`src/rtl/char_rom_arbiter_if.sv`:
```
// Bus between two glyph-line requesters, the shared char ROM and the arbiter.
// The master side drives the requests and the ROM result; the slave side is the arbiter.
interface char_rom_arbiter_if;
  logic        req0;
  logic        req1;
  logic        lock0;
  logic        lock1;
  logic [7:0]  xy0;
  logic [7:0]  xy1;
  logic [3:0]  line0;
  logic [3:0]  line1;
  logic        gnt0;
  logic        gnt1;
  logic        rvalid0;
  logic        rvalid1;
  logic [10:0] rdata0;
  logic [10:0] rdata1;
  logic [7:0]  rom_xy;
  logic [3:0]  rom_line;
  logic [10:0] rom_code;

  modport master (
    output req0, req1, lock0, lock1, xy0, xy1, line0, line1, rom_code,
    input  gnt0, gnt1, rvalid0, rvalid1, rdata0, rdata1, rom_xy, rom_line
  );

  modport slave (
    input  req0, req1, lock0, lock1, xy0, xy1, line0, line1, rom_code,
    output gnt0, gnt1, rvalid0, rvalid1, rdata0, rdata1, rom_xy, rom_line
  );
endinterface

```
`src/rtl/char_rom_arbiter.sv`:
```
// Two-port arbiter in front of a combinational char ROM: lockable ownership,
// round-robin or fixed priority, fixed two-cycle lookup latency with tag routing.
module char_rom_arbiter #(
  parameter bit RR_EN = 1'b1
) (
  input logic               clk,
  input logic               rst,
  char_rom_arbiter_if.slave bus
);
  typedef enum logic [1:0] {IDLE = 2'd0, OWN0 = 2'd1, OWN1 = 2'd2} state_t;

  localparam logic [4:0] LOCK_MAX = 5'd16;

  state_t      state_q, state_d;
  logic        last_q, last_d;
  logic [4:0]  lock_cnt_q, lock_cnt_d;
  logic        gnt0, gnt1;
  logic        gnt_lock;
  logic [4:0]  cnt_next;

  logic [7:0]  rom_xy_q, rom_xy_d;
  logic [3:0]  rom_line_q, rom_line_d;
  logic        tag_vld_q, tag_vld_d;
  logic        tag_port_q, tag_port_d;
  logic        rvalid0_q, rvalid0_d;
  logic        rvalid1_q, rvalid1_d;
  logic [10:0] rdata0_q, rdata0_d;
  logic [10:0] rdata1_q, rdata1_d;

  always_comb begin
    state_d    = IDLE;
    last_d     = last_q;
    lock_cnt_d = 5'd0;
    gnt0       = 1'b0;
    gnt1       = 1'b0;
    cnt_next   = 5'd1;
    case (state_q)
      OWN0: begin
        gnt0 = bus.req0;
        gnt1 = !bus.req0 && bus.req1;
      end
      OWN1: begin
        gnt1 = bus.req1;
        gnt0 = !bus.req1 && bus.req0;
      end
      default: begin
        if (bus.req0 && bus.req1) begin
          // last_q names the port granted most recently, so the other one wins.
          gnt0 = RR_EN ? last_q : 1'b1;
          gnt1 = !gnt0;
        end else begin
          gnt0 = bus.req0;
          gnt1 = bus.req1;
        end
      end
    endcase
    if (rst) begin
      gnt0 = 1'b0;
      gnt1 = 1'b0;
    end
    // The burst count only continues while the current owner keeps being granted.
    if ((state_q == OWN0 && gnt0) || (state_q == OWN1 && gnt1))
      cnt_next = lock_cnt_q + 5'd1;
    gnt_lock = gnt0 ? bus.lock0 : bus.lock1;
    if (gnt0 || gnt1) begin
      last_d = gnt1;
      if (gnt_lock && cnt_next != LOCK_MAX) begin
        state_d    = gnt0 ? OWN0 : OWN1;
        lock_cnt_d = cnt_next;
      end
    end
  end

  always_comb begin
    rom_xy_d   = rom_xy_q;
    rom_line_d = rom_line_q;
    if (gnt0) begin
      rom_xy_d   = bus.xy0;
      rom_line_d = bus.line0;
    end else if (gnt1) begin
      rom_xy_d   = bus.xy1;
      rom_line_d = bus.line1;
    end
    tag_vld_d  = gnt0 || gnt1;
    tag_port_d = gnt1;
    rvalid0_d  = tag_vld_q && !tag_port_q;
    rvalid1_d  = tag_vld_q && tag_port_q;
    rdata0_d   = rvalid0_d ? bus.rom_code : rdata0_q;
    rdata1_d   = rvalid1_d ? bus.rom_code : rdata1_q;
  end

  always_ff @(posedge clk) begin
    if (rst) begin
      state_q    <= IDLE;
      last_q     <= 1'b1;
      lock_cnt_q <= 5'd0;
      rom_xy_q   <= 8'd0;
      rom_line_q <= 4'd0;
      tag_vld_q  <= 1'b0;
      tag_port_q <= 1'b0;
      rvalid0_q  <= 1'b0;
      rvalid1_q  <= 1'b0;
      rdata0_q   <= 11'd0;
      rdata1_q   <= 11'd0;
    end else begin
      state_q    <= state_d;
      last_q     <= last_d;
      lock_cnt_q <= lock_cnt_d;
      rom_xy_q   <= rom_xy_d;
      rom_line_q <= rom_line_d;
      tag_vld_q  <= tag_vld_d;
      tag_port_q <= tag_port_d;
      rvalid0_q  <= rvalid0_d;
      rvalid1_q  <= rvalid1_d;
      rdata0_q   <= rdata0_d;
      rdata1_q   <= rdata1_d;
    end
  end

  assign bus.gnt0     = gnt0;
  assign bus.gnt1     = gnt1;
  assign bus.rom_xy   = rom_xy_q;
  assign bus.rom_line = rom_line_q;
  assign bus.rvalid0  = rvalid0_q;
  assign bus.rvalid1  = rvalid1_q;
  assign bus.rdata0   = rdata0_q;
  assign bus.rdata1   = rdata1_q;
endmodule

```
`src/flat_wrapper.sv`:
```
// flat-port wrapper written by rule: the top's interface ports become plain ports
module char_rom_arbiter_flat 
#(
  parameter bit RR_EN = 1'b1
)
  (clk, rst, bus_req0, bus_req1, bus_lock0, bus_lock1, bus_xy0, bus_xy1, bus_line0, bus_line1, bus_rom_code, bus_gnt0, bus_gnt1, bus_rvalid0, bus_rvalid1, bus_rdata0, bus_rdata1, bus_rom_xy, bus_rom_line);
  char_rom_arbiter_if bus_i ();
  input logic clk;
  input logic rst;
  input wire logic [$bits(bus_i.req0)-1:0] bus_req0;
  input wire logic [$bits(bus_i.req1)-1:0] bus_req1;
  input wire logic [$bits(bus_i.lock0)-1:0] bus_lock0;
  input wire logic [$bits(bus_i.lock1)-1:0] bus_lock1;
  input wire logic [$bits(bus_i.xy0)-1:0] bus_xy0;
  input wire logic [$bits(bus_i.xy1)-1:0] bus_xy1;
  input wire logic [$bits(bus_i.line0)-1:0] bus_line0;
  input wire logic [$bits(bus_i.line1)-1:0] bus_line1;
  input wire logic [$bits(bus_i.rom_code)-1:0] bus_rom_code;
  output wire logic [$bits(bus_i.gnt0)-1:0] bus_gnt0;
  output wire logic [$bits(bus_i.gnt1)-1:0] bus_gnt1;
  output wire logic [$bits(bus_i.rvalid0)-1:0] bus_rvalid0;
  output wire logic [$bits(bus_i.rvalid1)-1:0] bus_rvalid1;
  output wire logic [$bits(bus_i.rdata0)-1:0] bus_rdata0;
  output wire logic [$bits(bus_i.rdata1)-1:0] bus_rdata1;
  output wire logic [$bits(bus_i.rom_xy)-1:0] bus_rom_xy;
  output wire logic [$bits(bus_i.rom_line)-1:0] bus_rom_line;
  assign bus_i.req0 = bus_req0;
  assign bus_i.req1 = bus_req1;
  assign bus_i.lock0 = bus_lock0;
  assign bus_i.lock1 = bus_lock1;
  assign bus_i.xy0 = bus_xy0;
  assign bus_i.xy1 = bus_xy1;
  assign bus_i.line0 = bus_line0;
  assign bus_i.line1 = bus_line1;
  assign bus_i.rom_code = bus_rom_code;
  assign bus_gnt0 = bus_i.gnt0;
  assign bus_gnt1 = bus_i.gnt1;
  assign bus_rvalid0 = bus_i.rvalid0;
  assign bus_rvalid1 = bus_i.rvalid1;
  assign bus_rdata0 = bus_i.rdata0;
  assign bus_rdata1 = bus_i.rdata1;
  assign bus_rom_xy = bus_i.rom_xy;
  assign bus_rom_line = bus_i.rom_line;
  char_rom_arbiter #(.RR_EN(RR_EN)) u_core (.clk(clk), .rst(rst), .bus(bus_i));
endmodule
```
`config.mk`:
```
export PLATFORM = sky130hd
export DESIGN_NAME = char_rom_arbiter_flat
export DESIGN_NICKNAME = d
export VERILOG_FILES = /design/src/rtl/char_rom_arbiter_if.sv /design/src/rtl/char_rom_arbiter.sv /design/src/flat_wrapper.sv
export SDC_FILE = /design/constraint.sdc
export NUM_CORES = 1
export LEC_CHECK = 0
export BUFFER_PORTS_ARGS = -buffer_cell sky130_fd_sc_hd__buf_2
export CAP_MARGIN = 20
export CORE_MARGIN = 10
export CORE_UTILIZATION = 49
export CTS_CLUSTER_SIZE = 12
export DETAILED_ROUTE_END_ITERATION = 10
export PLACE_DENSITY = 0.81
export SLEW_MARGIN = 20
export SYNTH_ARGS = -nofsm -noshare
export SYNTH_HDL_FRONTEND = slang
export SYNTH_SLANG_ARGS = --single-unit
```
`constraint.sdc`:
```
create_clock -name clk -period 3.2 [get_ports clk]
set_input_delay 0.64 -clock clk [delete_from_list [all_inputs] [get_ports clk]]
set_output_delay 0.64 -clock clk [all_outputs]
set_load 0.05 [all_outputs]
```
## After elaboration in Yosys (flattened, before gate mapping)

Cells that the tools add are included.

| storage, ports and cells | value |
|---|---|
| bits in registers | 46 |
| input bits | 41 |
| output and inout bits | 38 |
| word-level logic and storage cells | 46 |

| operators by class | value |
|---|---|
| $add $sub $neg | 1 |
| equality and inequality tests | 3 |
| multiplexer cells | 13 |
| bitwise logic cells | 2 |
| reductions and logical operators | 16 |

Operators with widths:

| kind | number |
|---|---|
| 8-bit two-way mux | 2 |
| 1-bit logical AND | 8 |
| 4-bit two-way mux | 2 |
| 5-bit by 1-bit adder with 5-bit output, second input constant | 1 |
| 1-bit two-way mux | 5 |
| 5-bit two-way mux | 1 |
| 5-bit inequality test, second input constant | 1 |
| 1-bit logical NOT | 4 |
| 1-bit one-hot mux with 2 select lines | 2 |
| 3-bit OR reduction | 1 |
| 2-bit by 1-bit == test with 1-bit output, second input constant | 1 |
| 2-bit == test, second input constant | 1 |
| 1-bit logical OR | 2 |
| 2-bit two-way mux | 1 |
| 1-bit NOT | 2 |
| 2-bit nonzero test | 1 |

## Depth between registers and ports, before layout

| depth | value |
|---|---|
| depth in word-level cells | 11 |
| depth in mapped cells | 8 |
| gate-level depth less buffers | 7 |

## Worst setup path before layout

No wires, ideal clock.

| timing path | value |
|---|---|
| path kind | register to output |
| start point | register u_core.state_q[0] |
| end point | output bus_gnt0 |
| arrival time | 1746 ps |
| data required time | 2560 ps |
| path slack | 814 ps |
| stages on the path, launching flop included | 7 |
| path buffers | 1 |
| cells stage by stage | dfxtp_1 -> inv_1 -> ha_1 -> mux2i_1 -> a211o_1 -> buf_6 -> inv_1 |

| on the way | value |
|---|---|
| cells in the longest elaborated chain, start to end | 3 |
| elaborated cells on any way between the ends | 4 |
| classes of those cells | 2 x eq/ne; 2 x mux |

Ends and longest elaborated chain:

| item | RTL line | text |
|---|---|---|
| start, declared | char_rom_arbiter.sv:14 | `state_t state_q, state_d;` |
| start signal, assigned | char_rom_arbiter.sv:106 | `state_q <= state_d;` |
| 2-bit == test or 2-bit by 1-bit == test with 1-bit output (tied branches) | char_rom_arbiter.sv:37 | `case (state_q)` |
| 1-bit one-hot mux with 2 select lines (*) | char_rom_arbiter.sv:37 |  |
| 1-bit two-way mux (*) | char_rom_arbiter.sv:57 | `if (rst) begin` |
| end, declared | flat_wrapper.sv:19 | `output wire logic [$bits(bus_i.gnt0)-1:0] bus_gnt0;` |

Mark *: on every way between the ends. The rest lies on a longest branch, timed or not.

## Worst setup path after layout

| timing path | value |
|---|---|
| start point | register u_core.state_q[0] |
| end point | output bus_gnt1 |

| on the way | value |
|---|---|
| cells in the longest elaborated chain, start to end | 3 |
| elaborated cells on any way between the ends | 4 |
| classes of those cells | 2 x eq/ne; 2 x mux |

Ends and longest elaborated chain:

| item | RTL line | text |
|---|---|---|
| 2-bit == test or 2-bit by 1-bit == test with 1-bit output (tied branches) | char_rom_arbiter.sv:37 |  |
| 1-bit one-hot mux with 2 select lines (*) | char_rom_arbiter.sv:37 |  |
| 1-bit two-way mux (*) | char_rom_arbiter.sv:57 |  |
| end, declared | flat_wrapper.sv:20 | `output wire logic [$bits(bus_i.gnt1)-1:0] bus_gnt1;` |

Marked as above.

==> results.yml <==
run_status:
  status: "complete, no violations"
timing:
  setup_ws_ps: 293
  rsz0062_at_grt: "no"
  timing.fmax_mhz: 344
  clock_skew_ps: 7.76
  holdWs_ps: 456
  tightest_slew_ps: 780
  hold_violations: 0
  finalSetupViolCount: 0
  timing.final.max_slew_violations: 0
  finalSetupTns_ps: 0
  fin_crit_sh_pct: 90.9
  maxSlewHeadroom_pct: 47.9
  period_needed_ps: 2910
synth:
  synthArstFlopShare_pct: 0
  synth_common_cells: "nand2_1 (71), dfxtp_1 (46), a21oi_1 (23)"
  synth_top_area_share_pct: 46.7
  ys_seq_elements: 46
  synthDistinctLibCells: 41
  yosys.area.top_type: "dfxtp_1"
  synth_edf_count: 0
  yosys-top-cells-area: "dfxtp_1 (47%), nand2_1 (14%), a311oi_2 (7.6%)"
  synthesis.nets: 275
  syn-instance-count: 231
  yosysMostFrequentCell: "nand2_1"
  syn_avg_cell_area_um2: 8.54
  synth-seq-area-share_pct: 46.7
  syn_area_mm2: 0.00197
  synth_flop_cell: "dfxtp_1"
  ys_warn_count: 0
global_routing:
  grt-ovfl-total: 0
  grt_pass1_wl_um: 8290
  antenna_found_initial: 0
  grt_start_max_net_pins: 41
  grt_usage_pct: 13.8
  first_global_vias: 1851
power_and_ir_drop:
  powerDensity_mw_per_mm2: 605
  vdd_drop_max_v: 0.000280
  leakage_nw: 1.10
  total_power_mw: 1.50
placed_design:
  dp_hpwl_um: 3790
  gp_congestion: 0.862
  port_buffers: 78
  place_ws_ps: 612
routing:
  wl_um: 5000
  vias: 1847
  drt.antenna.violating_nets: 0
  routed_via_density: 5.20
  first_pass_iters: 4
  first_iter_violations: 76
  routedWlPerCell_um: 14.1
  drc_errors: 0
floorplan:
  core_mm2: 0.00377
  die_area_mm2: 0.00696
  die_x_um: 83.4
  pin_count: 79
  start_util_pct: 52.3
  die_y_um: 83.4
  num_rows: 22
clocking:
  clkTransAtPathRegs_ps: 80
  holdBufCountCts: 0
  cts-root-buf: "clkbuf_8"
  htree_levels: 2
  clock_sinks: 46
  cts_tree: "yes"
  clkLatencyLatePin_ps: 300
  cts_made_buffers: 5
  post_cts_resized: 0
  post-cts-setup-buffer-count: 0
  clockBufferDepth: 2
layout:
  nets: 350
  area_delta_synth_final_pct: 26.1
  fillers: 327
  antennaDiodeCount: 0
  layout-drive-gt1-share_pct: 34.5
  utilization_pct: 65.9
critical_path:
  critPathRequiredTime_ps: 2560
  cp-end-kind: "output port"
  setup.worst_path.start: "u_core.state_q[0]"
  worstPathMaxFanout: 15
  worstPathArrival_ps: 2270
  critPathKind: "flop to output port"
  cp-start-kind: "flop"
  reg2reg_from: "u_core.state_q[0]"
hold_path:
  hp-class: "flop to flop"
  min-delay-start: "u_core.bus.rdata1[5]"
job:
  drv_cap: 0
## layer usage
layer  up-vias  routed length [um]  GRT usage, %
met1       828                2310          16.6
met2        83                2080          20.7
li1        930                   -             -
met4         0                  54          3.78
met3         6                 548          7.91
met5         -                   0             0
## layout by cell type (no fill, tap or decap), types with 2 or more instances in the layout
master | synthesis | routed
a211o_1 | 2 | 2
a21oi_1 | 23 | 23
a311oi_1 | 2 | 2
a311oi_2 | 10 | 10
buf_2 | 1 | 78
buf_4 | 1 | 2
clkbuf_8 | 0 | 5
clkinvlp_4 | 0 | 2
dfxtp_1 | 46 | 46
ha_1 | 3 | 3
inv_1 | 6 | 6
nand2_1 | 71 | 71
nand2b_1 | 2 | 2
nand3_1 | 3 | 3
nor2_1 | 16 | 16
nor2b_1 | 3 | 3
nor3_1 | 7 | 7
xnor2_1 | 2 | 2
xor2_1 | 2 | 2
## state kept, by name, summed over array words and instances (netlist names)
signal               cells
u_core.state_q           2
u_core.bus.rvalid0       1
u_core.bus.rdata0       11
u_core.last_q            1
u_core.bus.rvalid1       1
u_core.bus.rom_line      4
u_core.lock_cnt_q        5
u_core.tag_vld_q         1
u_core.bus.rom_xy        8
u_core.bus.rdata1       11
u_core.tag_port_q        1
## stage by stage
step	instances	instance area (um^2)
after CTS	355	2490
final	355	2490
after global routing	355	2490
after global placement	347	2370
after floorplan	231	1970
after detailed placement	347	2370
## power by group
part / internal, mW / switching (mW)
registers: 0.624 / 0.0291
clock network: 0.232 / 0.196
logic: 0.118 / 0.304
## critical path, cell delays in order (launching register included)
cell and delay (ps):
dfxtp_1 340, inv_1 50, ha_1 390, o311ai_4 660, inv_2 250, buf_2 280
## logic make-up (layout without fill, tap and decap cells)
kind of cell               count (synthesis)  after routing  synth area share (%)
DFF                                       46             46                  46.7
AOI/OAI and AO/OA                         45             45                  19.4
buffers and inverters                     19             95                  4.63
adders and majority gates                  3              3                  1.90
xor gates and xnor gates                   4              4                  1.78
muxes                                      1              1                 0.508
and+or+nand+nor                          113            113                  25.1
## area by class of cell
cell class / instances / area (um^2) / area share [%]
tap: 48 / 60.1 / 2.42
multi-input combinational: 166 / 960 / 38.6
clock buffer: 5 / 68.8 / 2.77
timing repair buffer: 80 / 405 / 16.3
sequential: 46 / 921 / 37.0
inverter: 7 / 26.3 / 1.06
clock inverter: 3 / 45.0 / 1.81
## worst paths after layout
check                                             to  slack [ps]  cells past startpoint
worst max-delay path                        bus_gnt1         290                      5
worst min-delay path            u_core.bus.rdata1[5]         460                      2
worst max register to register         u_core.last_q        1100                      5
worst min register to register  u_core.bus.rdata1[5]         460                      2
(Power assumes the default switching activity.)
